### src/rtl/pmem_burst_pkg.sv
// Shared definitions for the cache-line to memory-burst adaptor:
// FSM state encoding and default geometry constants.
package pmem_burst_pkg;

    localparam int unsigned LINE_WIDTH  = 256;
    localparam int unsigned BURST_WIDTH = 64;
    localparam int unsigned BEATS       = LINE_WIDTH / BURST_WIDTH;
    localparam int unsigned BEAT_IDX_W  = (BEATS > 1) ? $clog2(BEATS) : 1;

    typedef enum logic [1:0] {
        IDLE     = 2'd0,
        RD_BURST = 2'd1,
        WR_BURST = 2'd2,
        DONE     = 2'd3
    } pmem_adapt_state_t;

endpackage : pmem_burst_pkg

### src/rtl/pmem_line_adaptor.sv
// Responder for whole-line cache pmem requests; splits each line into
// BEATS bursts on a narrow memory bus (serialise on write, assemble on read).
module pmem_line_adaptor
    import pmem_burst_pkg::*;
#(
    parameter int unsigned LINE_WIDTH  = 256,
    parameter int unsigned BURST_WIDTH = 64,
    parameter int unsigned ADDR_WIDTH  = 32
) (
    input  logic                   clk,
    input  logic                   rst,
    input  logic                   pmem_read,
    input  logic                   pmem_write,
    input  logic [ADDR_WIDTH-1:0]  pmem_address,
    input  logic [LINE_WIDTH-1:0]  pmem_wdata,
    output logic [LINE_WIDTH-1:0]  pmem_rdata,
    output logic                   pmem_resp,
    output logic                   mem_read,
    output logic                   mem_write,
    output logic [ADDR_WIDTH-1:0]  mem_address,
    output logic [BURST_WIDTH-1:0] mem_wdata,
    input  logic [BURST_WIDTH-1:0] mem_rdata,
    input  logic                   mem_resp
);

    localparam int unsigned L_BEATS = LINE_WIDTH / BURST_WIDTH;
    localparam int unsigned L_IDX_W = (L_BEATS > 1) ? $clog2(L_BEATS) : 1;
    localparam int unsigned L_OFF_W = $clog2(LINE_WIDTH / 8);

    pmem_adapt_state_t r_state, w_next_state;

    logic [L_IDX_W-1:0]                   r_beat;
    logic [L_BEATS-1:0][BURST_WIDTH-1:0]  r_buf;
    logic [L_BEATS-1:0][BURST_WIDTH-1:0]  r_rdata;
    logic [L_BEATS-1:0][BURST_WIDTH-1:0]  w_buf_fill;
    logic [ADDR_WIDTH-1:0]                r_addr;
    logic                                 w_last_beat;
    logic                                 w_req;
    logic [L_OFF_W-1:0]                   w_unused_offset;

    assign w_last_beat     = (r_beat == L_IDX_W'(L_BEATS - 1));
    assign w_req           = pmem_read | pmem_write;
    assign w_unused_offset = pmem_address[L_OFF_W-1:0];

    // Buffer with the current read beat merged in, so the completing beat
    // can be published to pmem_rdata on the same edge it is captured.
    always_comb begin
        w_buf_fill         = r_buf;
        w_buf_fill[r_beat] = mem_rdata;
    end

    always_comb begin
        w_next_state = r_state;
        case (r_state)
            IDLE: begin
                if (pmem_write)
                    w_next_state = WR_BURST;
                else if (pmem_read)
                    w_next_state = RD_BURST;
            end
            RD_BURST: begin
                if (mem_resp && w_last_beat)
                    w_next_state = DONE;
            end
            WR_BURST: begin
                if (mem_resp && w_last_beat)
                    w_next_state = DONE;
            end
            DONE:    w_next_state = IDLE;
            default: w_next_state = IDLE;
        endcase
    end

    always_ff @(posedge clk or posedge rst) begin
        if (rst) begin
            r_state <= IDLE;
            r_beat  <= '0;
            r_buf   <= '0;
            r_rdata <= '0;
            r_addr  <= '0;
        end else begin
            r_state <= w_next_state;
            case (r_state)
                IDLE: begin
                    if (w_req) begin
                        r_addr <= {pmem_address[ADDR_WIDTH-1:L_OFF_W], {L_OFF_W{1'b0}}};
                        r_buf  <= pmem_wdata;
                        r_beat <= '0;
                    end
                end
                RD_BURST: begin
                    if (mem_resp) begin
                        r_buf <= w_buf_fill;
                        if (w_last_beat)
                            r_rdata <= w_buf_fill;
                        else
                            r_beat <= r_beat + 1'b1;
                    end
                end
                WR_BURST: begin
                    if (mem_resp && !w_last_beat)
                        r_beat <= r_beat + 1'b1;
                end
                default: ;
            endcase
        end
    end

    assign pmem_rdata  = r_rdata;
    assign pmem_resp   = (r_state == DONE);
    assign mem_read    = (r_state == RD_BURST);
    assign mem_write   = (r_state == WR_BURST);
    assign mem_address = r_addr;
    assign mem_wdata   = (r_state == WR_BURST) ? r_buf[r_beat] : '0;

endmodule : pmem_line_adaptor
### config.mk
export PLATFORM = sky130hd
export DESIGN_NAME = pmem_line_adaptor
export DESIGN_NICKNAME = d
export VERILOG_FILES = /design/src/rtl/pmem_burst_pkg.sv /design/src/rtl/pmem_line_adaptor.sv
export SDC_FILE = /design/constraint.sdc
export NUM_CORES = 1
export LEC_CHECK = 0
export ABC_AREA = 1
export CAP_MARGIN = 20
export CORE_MARGIN = 2
export CORE_UTILIZATION = 39
export CTS_CLUSTER_DIAMETER = 30
export CTS_CLUSTER_SIZE = 24
export DETAILED_ROUTE_END_ITERATION = 16
export GPL_ROUTABILITY_DRIVEN = 0
export PLACE_DENSITY = 0.68
export SLEW_MARGIN = 15
export SYNTH_ARGS = -nofsm -noshare
export SYNTH_HDL_FRONTEND = slang
export SYNTH_SLANG_ARGS = --single-unit
### constraint.sdc
create_clock -name clk -period 56.6 [get_ports clk]
set_clock_uncertainty 0.05 [all_clocks]
set_input_delay 8.49 -clock clk [delete_from_list [all_inputs] [get_ports clk]]
set_output_delay 8.49 -clock clk [all_outputs]
set_load 0.01 [all_outputs]
==> results of run 1 <==
## power groups by stage
stage / combinational, mW / clock [mW] / sequential (mW)
6_report: 1.32 / 0.870 / 0.702
5_1_grt: 1.46 / 0.900 / 0.720
4_1_cts: 1.31 / 0.876 / 0.698
3_5_place_dp: 1.30 / 0 / 0.698
3_3_place_gp: 1.29 / 0 / 0.694
2_1_floorplan: 0.743 / 0 / 0.712
## cell families after synthesis
logic type / synth area share
AND/OR/NAND/NOR: 0.384
buffers and inverters: 0.111
flip-flops: 0.433
AO/OA/AOI/OAI: 0.0675
adder cells (fa/ha/maj): 0.00399
other: 0.000120
## flip-flops by register name (all words and copies together), names as in the netlist
register     flops
r_state          2
r_buf          256
r_beat           2
mem_address     27
pmem_rdata     256
## area by class of cell
type | count | area (um2)
Sequential cell | 543 | 13600
Fill cell | 7560 | 35800
Antenna cell | 19 | 47.5
Clock inverter | 57 | 817
Multi-Input combinational cell | 3328 | 14400
Tap cell | 1060 | 1330
Timing Repair Buffer | 737 | 7380
Clock buffer | 209 | 4400
Inverter | 596 | 2270
## through the flow
stage,cells,power [mW],cell area (um2)
floorplan,4750,1.45,31400
global placement,6261,1.98,38900
detailed placement,6261,2.00,38900
CTS,6527,2.89,44100
global route,6549,3.08,44200
finish,6549,2.89,44200
## layout by cell type, fill, tap and decap left out, types with 30 or more instances in the layout
cell	Yosys	final
sky130_fd_sc_hd__inv_1	590	585
sky130_fd_sc_hd__dfrtp_1	543	541
sky130_fd_sc_hd__clkbuf_8	0	38
sky130_fd_sc_hd__and2_1	256	256
sky130_fd_sc_hd__a21oi_1	65	65
sky130_fd_sc_hd__o21ai_0	259	259
sky130_fd_sc_hd__nand2_1	2312	2312
sky130_fd_sc_hd__nand3_1	350	349
sky130_fd_sc_hd__clkbuf_16	0	152
sky130_fd_sc_hd__buf_4	5	30
sky130_fd_sc_hd__o211ai_1	64	64
sky130_fd_sc_hd__clkdlybuf4s50_1	0	701
## critical path: stages (launching register included)
cell,delay [ns]
sky130_fd_sc_hd__dfrtp_4,0.90
sky130_fd_sc_hd__buf_4,0.76
sky130_fd_sc_hd__buf_4,0.88
sky130_fd_sc_hd__o211ai_1,0.28
sky130_fd_sc_hd__a21oi_1,0.20
sky130_fd_sc_hd__clkdlybuf4s50_1,0.65
## metal layers
metal,part of all wire,wire (um),up-vias
met3,0.081,10000,340
met4,0.049,6060,18
met5,0.00096,119,-
met1,0.41,51000,15400
li1,-,-,15600
met2,0.46,56700,1485
## final timing paths
path,from,endpoint,slack [ns]
hold / removal,mem_address[21],mem_address[21],0.42
min in group asynchronous,rst,pmem_rdata[2],8.32
hold reg to reg,mem_address[21],mem_address[21],0.42
max in group asynchronous,rst,pmem_rdata[165],45.25
setup reg to reg,r_beat[0],pmem_rdata[224],51.48
setup / recovery,r_beat[0],mem_wdata[15],43.51
==> impl_metrics.py, run 1 <==
metrics = {
    "grt": {
        "grt_use_total": 0.292,
        "groute.layer.met2.usage": 0.455,
        "grt_first_pass_wirelength_um": 186000,
        "grt_util_met3": 0.0712,
        "globalRoute.totalOverflow": 0,
        "grt_antenna_before_repair": 28,
        "use_met1": 0.374,
        "grt_pass1_vias": 31200,
        "grt_start_max_net_pins": 243,
        "grt-busiest-layer": "met2",
    },
    "route": {
        "wire_per_inst_um": 18.9,
        "vias_per_cell": 5.02,
        "drt_first_pass_iters": 6,
        "initialDrtViolationCount": 2748,
        "routed_wl_um": 124000,
        "route.detailed.drc": 0,
        "route.vias.total": 32900,
        "ant_nets_after_route": 0,
    },
    "worst_setup_path": {
        "critPathArrivalTime_ns": 4.55,
        "setup.worst_path.class": "reg2out",
        "critical_path.max_fanout": 76,
        "critical_path.endpoint_type": "primary output",
        "reg2regPathDepth": 9,
        "critical_path.startpoint_type": "register",
        "critPathRequiredTime_ns": 48.06,
    },
    "sta": {
        "report.final.setup_viol": 0,
        "sum_of_negative_setup_slack_ns": 0,
        "finalWorstPathRequiredPeriod_ns": 13.09,
        "slew_limit_fails": 0,
        "report.final.hold_viol_count": 0,
        "slew_headroom": 0.227,
        "worst_slew_pin_slew_ns": 1.16,
        "finalCritPeriodShare": 0.231,
        "max_freq_ghz": 0.0764,
        "fin_hold_ws_ns": 0.417,
        "post_route_setup_slack_ns": 43.51,
        "grt_setup_unrepaired": "no",
    },
    "clock_tree": {
        "clock_tree.htree_level_count": 4,
        "cts_setup_buffers": 0,
        "cts.hold.buffers_added": 0,
        "clk-insertion-delay-late_ns": 0.73,
        "cts-root-buf": "sky130_fd_sc_hd__clkbuf_16",
        "clock_tree.buffer_depth": 3,
        "post_cts_resize_count": 0,
        "tritoncts": "yes",
        "cts.sinks": 543,
        "cts_made_buffers": 147,
        "cts.reportedPaths.clkPinSlew_ns": 0.04,
    },
    "die": {
        "placeableCoreArea_um2": 80000,
        "pin_count": 712,
        "core.rowCount": 104,
        "chipHeight_um": 288,
        "die_area_um2": 82700,
        "die_width_um": 288,
        "initial_utilization": 0.392,
    },
    "power_and_ir_drop": {
        "power_switching_mw": 1.19,
        "power_density_nw_per_um2": 65.3,
        "switching_share": 0.413,
        "power.share.combinational": 0.456,
        "internal_power_mw": 1.70,
        "vdd.ir_drop.worst_v": 0.0000496,
        "share_seq_of_total_power": 0.243,
        "p_leak_nw": 22.5,
        "power.clock.fraction": 0.301,
    },
    "synth": {
        "synth-edff-count": 0,
        "synthTopCellsByArea": "sky130_fd_sc_hd__dfrtp_1 (43%), sky130_fd_sc_hd__nand2_1 (28%), sky130_fd_sc_hd__inv_1 (7.1%), sky130_fd_sc_hd__nand3_1 (5.6%), sky130_fd_sc_hd__and2_1 (5.1%)",
        "yosys.cell_count.top_type": "sky130_fd_sc_hd__nand2_1",
        "ys_async_sr_fraction": 1.00,
        "post_synth_num_cell_types": 18,
        "synth.ff_latch_count": 543,
        "synthCells": 4746,
        "ys_top_cells_by_count": "sky130_fd_sc_hd__nand2_1 (2312), sky130_fd_sc_hd__inv_1 (590), sky130_fd_sc_hd__dfrtp_1 (543)",
        "synth_area_per_cell_um2": 6.61,
        "ys.warnings.count": 0,
        "ys_dominant_reg_cell": "sky130_fd_sc_hd__dfrtp_1",
        "synth.top_cell.area_share": 0.433,
        "synth_seq_area_share": 0.433,
        "synthesis.area_um2": 31400,
        "synth_largest_area_cell": "sky130_fd_sc_hd__dfrtp_1",
    },
    "status": {
        "run_status": "finished clean",
    },
    "place": {
        "dpl_worst_slack_ns": 43.91,
        "port-buffer-count": 701,
        "dp_hpwl_um": 75900,
    },
    "worst_hold_path": {
        "depth_of_the_worst_hold_timing_path": 2,
        "holdCritPathClass": "reg2reg",
    },
    "job": {
        "max-cap-violations": 0,
    },
    "finish": {
        "layout-drive-gt1-share": 0.0554,
        "num-nets-final": 5720,
        "flow.area_growth_from_synthesis_pct": 41.0,
        "layout.core_utilization": 0.553,
    },
}
(Power assumes the default switching activity.)
==> run 2: changes to the inputs <==
--- a/config.mk
+++ b/config.mk
@@ -13,7 +13,7 @@
 export CTS_CLUSTER_SIZE = 24
 export DETAILED_ROUTE_END_ITERATION = 16
 export GPL_ROUTABILITY_DRIVEN = 0
-export PLACE_DENSITY = 0.68
+export PLACE_DENSITY = 0.7
 export SLEW_MARGIN = 15
 export SYNTH_ARGS = -nofsm -noshare
 export SYNTH_HDL_FRONTEND = slang
==> constraint.sdc (replaced) <==
create_clock -name clk -period 10.7 [get_ports clk]
set_clock_uncertainty 0.05 [all_clocks]
set_input_delay 1.605 -clock clk [delete_from_list [all_inputs] [get_ports clk]]
set_output_delay 1.605 -clock clk [all_outputs]
set_load 0.01 [all_outputs]
==> impl_metrics.py, run 2 (synthesis gave the netlist of run 1 again) <==
metrics = {
    "power_and_ir_drop": {
        "power_density_nw_per_um2": 348,
        "p_leak_nw": 22.5,
        "vdd.ir_drop.worst_v": 0.000253,
    },
    "job": {
        "max-cap-violations": 0,
    },
    "route": {
        "route.detailed.drc": 0,
        "drt_first_pass_iters": 6,
        "vias_per_cell": 5.02,
        "routed_wl_um": 124000,
        "wire_per_inst_um": 18.8,
        "route.vias.total": 33000,
        "ant_nets_after_route": 0,
        "initialDrtViolationCount": 2941,
    },
    "worst_setup_path": {
        "crit-reg2reg-launch": "r_state[1]",
        "r2r-end": "r_buf[235]",
        "worstPathCellList": "clkinv_2 -> buf_4 -> nand2_1 -> nand3_1 -> a21oi_1 -> clkdlybuf4s50_1",
        "largest_stage_delay_worst_path_ns": 0.83,
        "critical_path.max_fanout": 45,
        "critical_path_buf_inv_count": 3,
        "critical_path.startpoint_type": "register",
        "critPathRequiredTime_ns": 9.05,
        "setup.worst_path.class": "reg2out",
        "cp-startpoint": "r_beat[0]",
        "critPathArrivalTime_ns": 4.04,
        "worst_path_dominant_cell_family": "buffers and inverters",
        "reg2regPathDepth": 9,
        "cpMaxStageDelayCell": "sky130_fd_sc_hd__dfrtp_4",
        "crit_end": "mem_wdata[49]",
        "r2r_slack_ns": 5.81,
        "critical_path_depth": 6,
        "critical_path.endpoint_type": "primary output",
    },
    "clock_tree": {
        "cts_made_buffers": 151,
        "post_cts_resize_count": 0,
        "clock_tree.buffer_depth": 3,
        "tritoncts": "yes",
        "cts_setup_buffers": 0,
        "cts.hold.buffers_added": 0,
        "cts.sinks": 543,
        "cts-root-buf": "sky130_fd_sc_hd__clkbuf_16",
        "clk-insertion-delay-late_ns": 0.72,
        "clock_tree.htree_level_count": 4,
        "cts.reportedPaths.clkPinSlew_ns": 0.04,
    },
    "grt": {
        "grt_antenna_before_repair": 26,
        "grt_use_total": 0.292,
        "globalRoute.totalOverflow": 0,
        "grt_start_max_net_pins": 232,
        "grt_first_pass_wirelength_um": 186000,
        "grt_pass1_vias": 31900,
    },
    "die": {
        "die_area_um2": 82700,
        "chipHeight_um": 288,
        "die_width_um": 288,
        "core.rowCount": 104,
        "placeableCoreArea_um2": 80000,
        "initial_utilization": 0.392,
        "pin_count": 712,
    },
    "place": {
        "port-buffer-count": 701,
        "dpl-instance-area_um2": 38900,
        "dp_hpwl_um": 76100,
    },
    "sta": {
        "sum_of_negative_setup_slack_ns": 0,
        "fin_hold_ws_ns": 0.420,
        "report.final.setup_viol": 0,
        "grt_setup_unrepaired": "no",
        "finalCritPeriodShare": 0.533,
        "max_freq_ghz": 0.175,
        "worst_slew_pin_slew_ns": 1.17,
        "slew_headroom": 0.223,
        "slew_limit_fails": 0,
        "report.final.hold_viol_count": 0,
        "finalWorstPathRequiredPeriod_ns": 5.70,
    },
    "status": {
        "run_status": "finished clean",
    },
    "finish": {
        "num-nets-final": 5725,
        "most_common_cell_after_layout_fill_and_taps_aside": "sky130_fd_sc_hd__nand2_1",
        "layout_common_cells": "sky130_fd_sc_hd__nand2_1 (2312), sky130_fd_sc_hd__clkdlybuf4s50_1 (701), sky130_fd_sc_hd__inv_1 (585)",
        "flow.area_growth_from_synthesis_pct": 41.9,
        "finalInstanceArea_um2": 44500,
        "layout-drive-gt1-share": 0.0571,
        "number_of_fill_cells": 7415,
        "layout.core_utilization": 0.556,
    },
    "worst_hold_path": {
        "holdCritPathClass": "reg2reg",
    },
}
==> run 2: changes by cell type in the layout (fill, tap and decap cells not counted), moves of 2 or more <==
cell	previous run	this run
sky130_fd_sc_hd__bufinv_16	17	20
sky130_fd_sc_hd__buf_4	30	33
sky130_fd_sc_hd__clkinv_16	1	11
sky130_fd_sc_hd__inv_6	5	2
sky130_fd_sc_hd__buf_16	2	0
sky130_fd_sc_hd__clkinvlp_4	4	9
sky130_fd_sc_hd__clkbuf_8	38	34
sky130_fd_sc_hd__clkbuf_1	19	22
sky130_fd_sc_hd__inv_2	1	3
==> run 2: layer usage <==
metal,vias up,wire (um),GRT usage
li1,15600,-,-
met1,15300,49900,0.373
met2,1647,55400,0.450
met3,371,11700,0.0737
met4,10,6430,0.167
met5,-,71,0
==> run 2: how the worst min path moves through the flow <==
| stage | start | slack [ns] | to | cells past startpoint |
|---|---|---|---|---|
| global placement | mem_address[21] | 0.40 | mem_address[21] | 2 |
| floorplan | r_buf[0] | 0.40 | r_buf[0] | 2 |
| global route | r_buf[78] | 0.44 | r_buf[78] | 2 |
| detailed placement | mem_address[7] | 0.41 | mem_address[7] | 2 |
| CTS | mem_address[16] | 0.42 | mem_address[16] | 2 |
| finish | r_buf[127] | 0.42 | r_buf[127] | 2 |
==> run 2: report_power, final <==
group / leakage, nW / switching, mW / internal, mW
clock network: 2.68 / 1.49 / 3.32
registers: 6.84 / 0.633 / 3.06
logic: 13.0 / 4.31 / 2.66
==> run 2: layout make-up <==
| class | instances | area [um2] | area share |
|---|---|---|---|
| antenna | 20 | 50.0 | 0.00112 |
| clock buffer | 207 | 4330 | 0.0973 |
| clock inverter | 71 | 1200 | 0.0270 |
| inverter | 596 | 2260 | 0.0508 |
| multi-input combinational | 3328 | 14400 | 0.324 |
| sequential | 543 | 13600 | 0.305 |
| tap | 1060 | 1330 | 0.0298 |
| timing repair buffer | 738 | 7340 | 0.165 |
==> run 2: metrics by stage <==
stage                     std cells  total power, mW  setup WS (ns)
after detailed placement       6265             10.6           5.37
after floorplan                4750             7.70           1.66
after CTS                      6543             15.5           4.92
after global placement         6265             10.4           5.39
final                          6563             15.5           5.00
after global routing           6562             16.5           4.82
==> run 2: worst reg2reg max path: stages, from the launching register on <==
cell and delay, ns:
sky130_fd_sc_hd__dfrtp_1 0.41, sky130_fd_sc_hd__inv_1 0.15, sky130_fd_sc_hd__ha_4 0.69, sky130_fd_sc_hd__inv_8 0.37, sky130_fd_sc_hd__nand2_1 0.29, sky130_fd_sc_hd__nand3_4 0.68
sky130_fd_sc_hd__inv_8 1.02, sky130_fd_sc_hd__buf_4 0.82, sky130_fd_sc_hd__nand2_1 0.21, sky130_fd_sc_hd__nand2_1 0.10
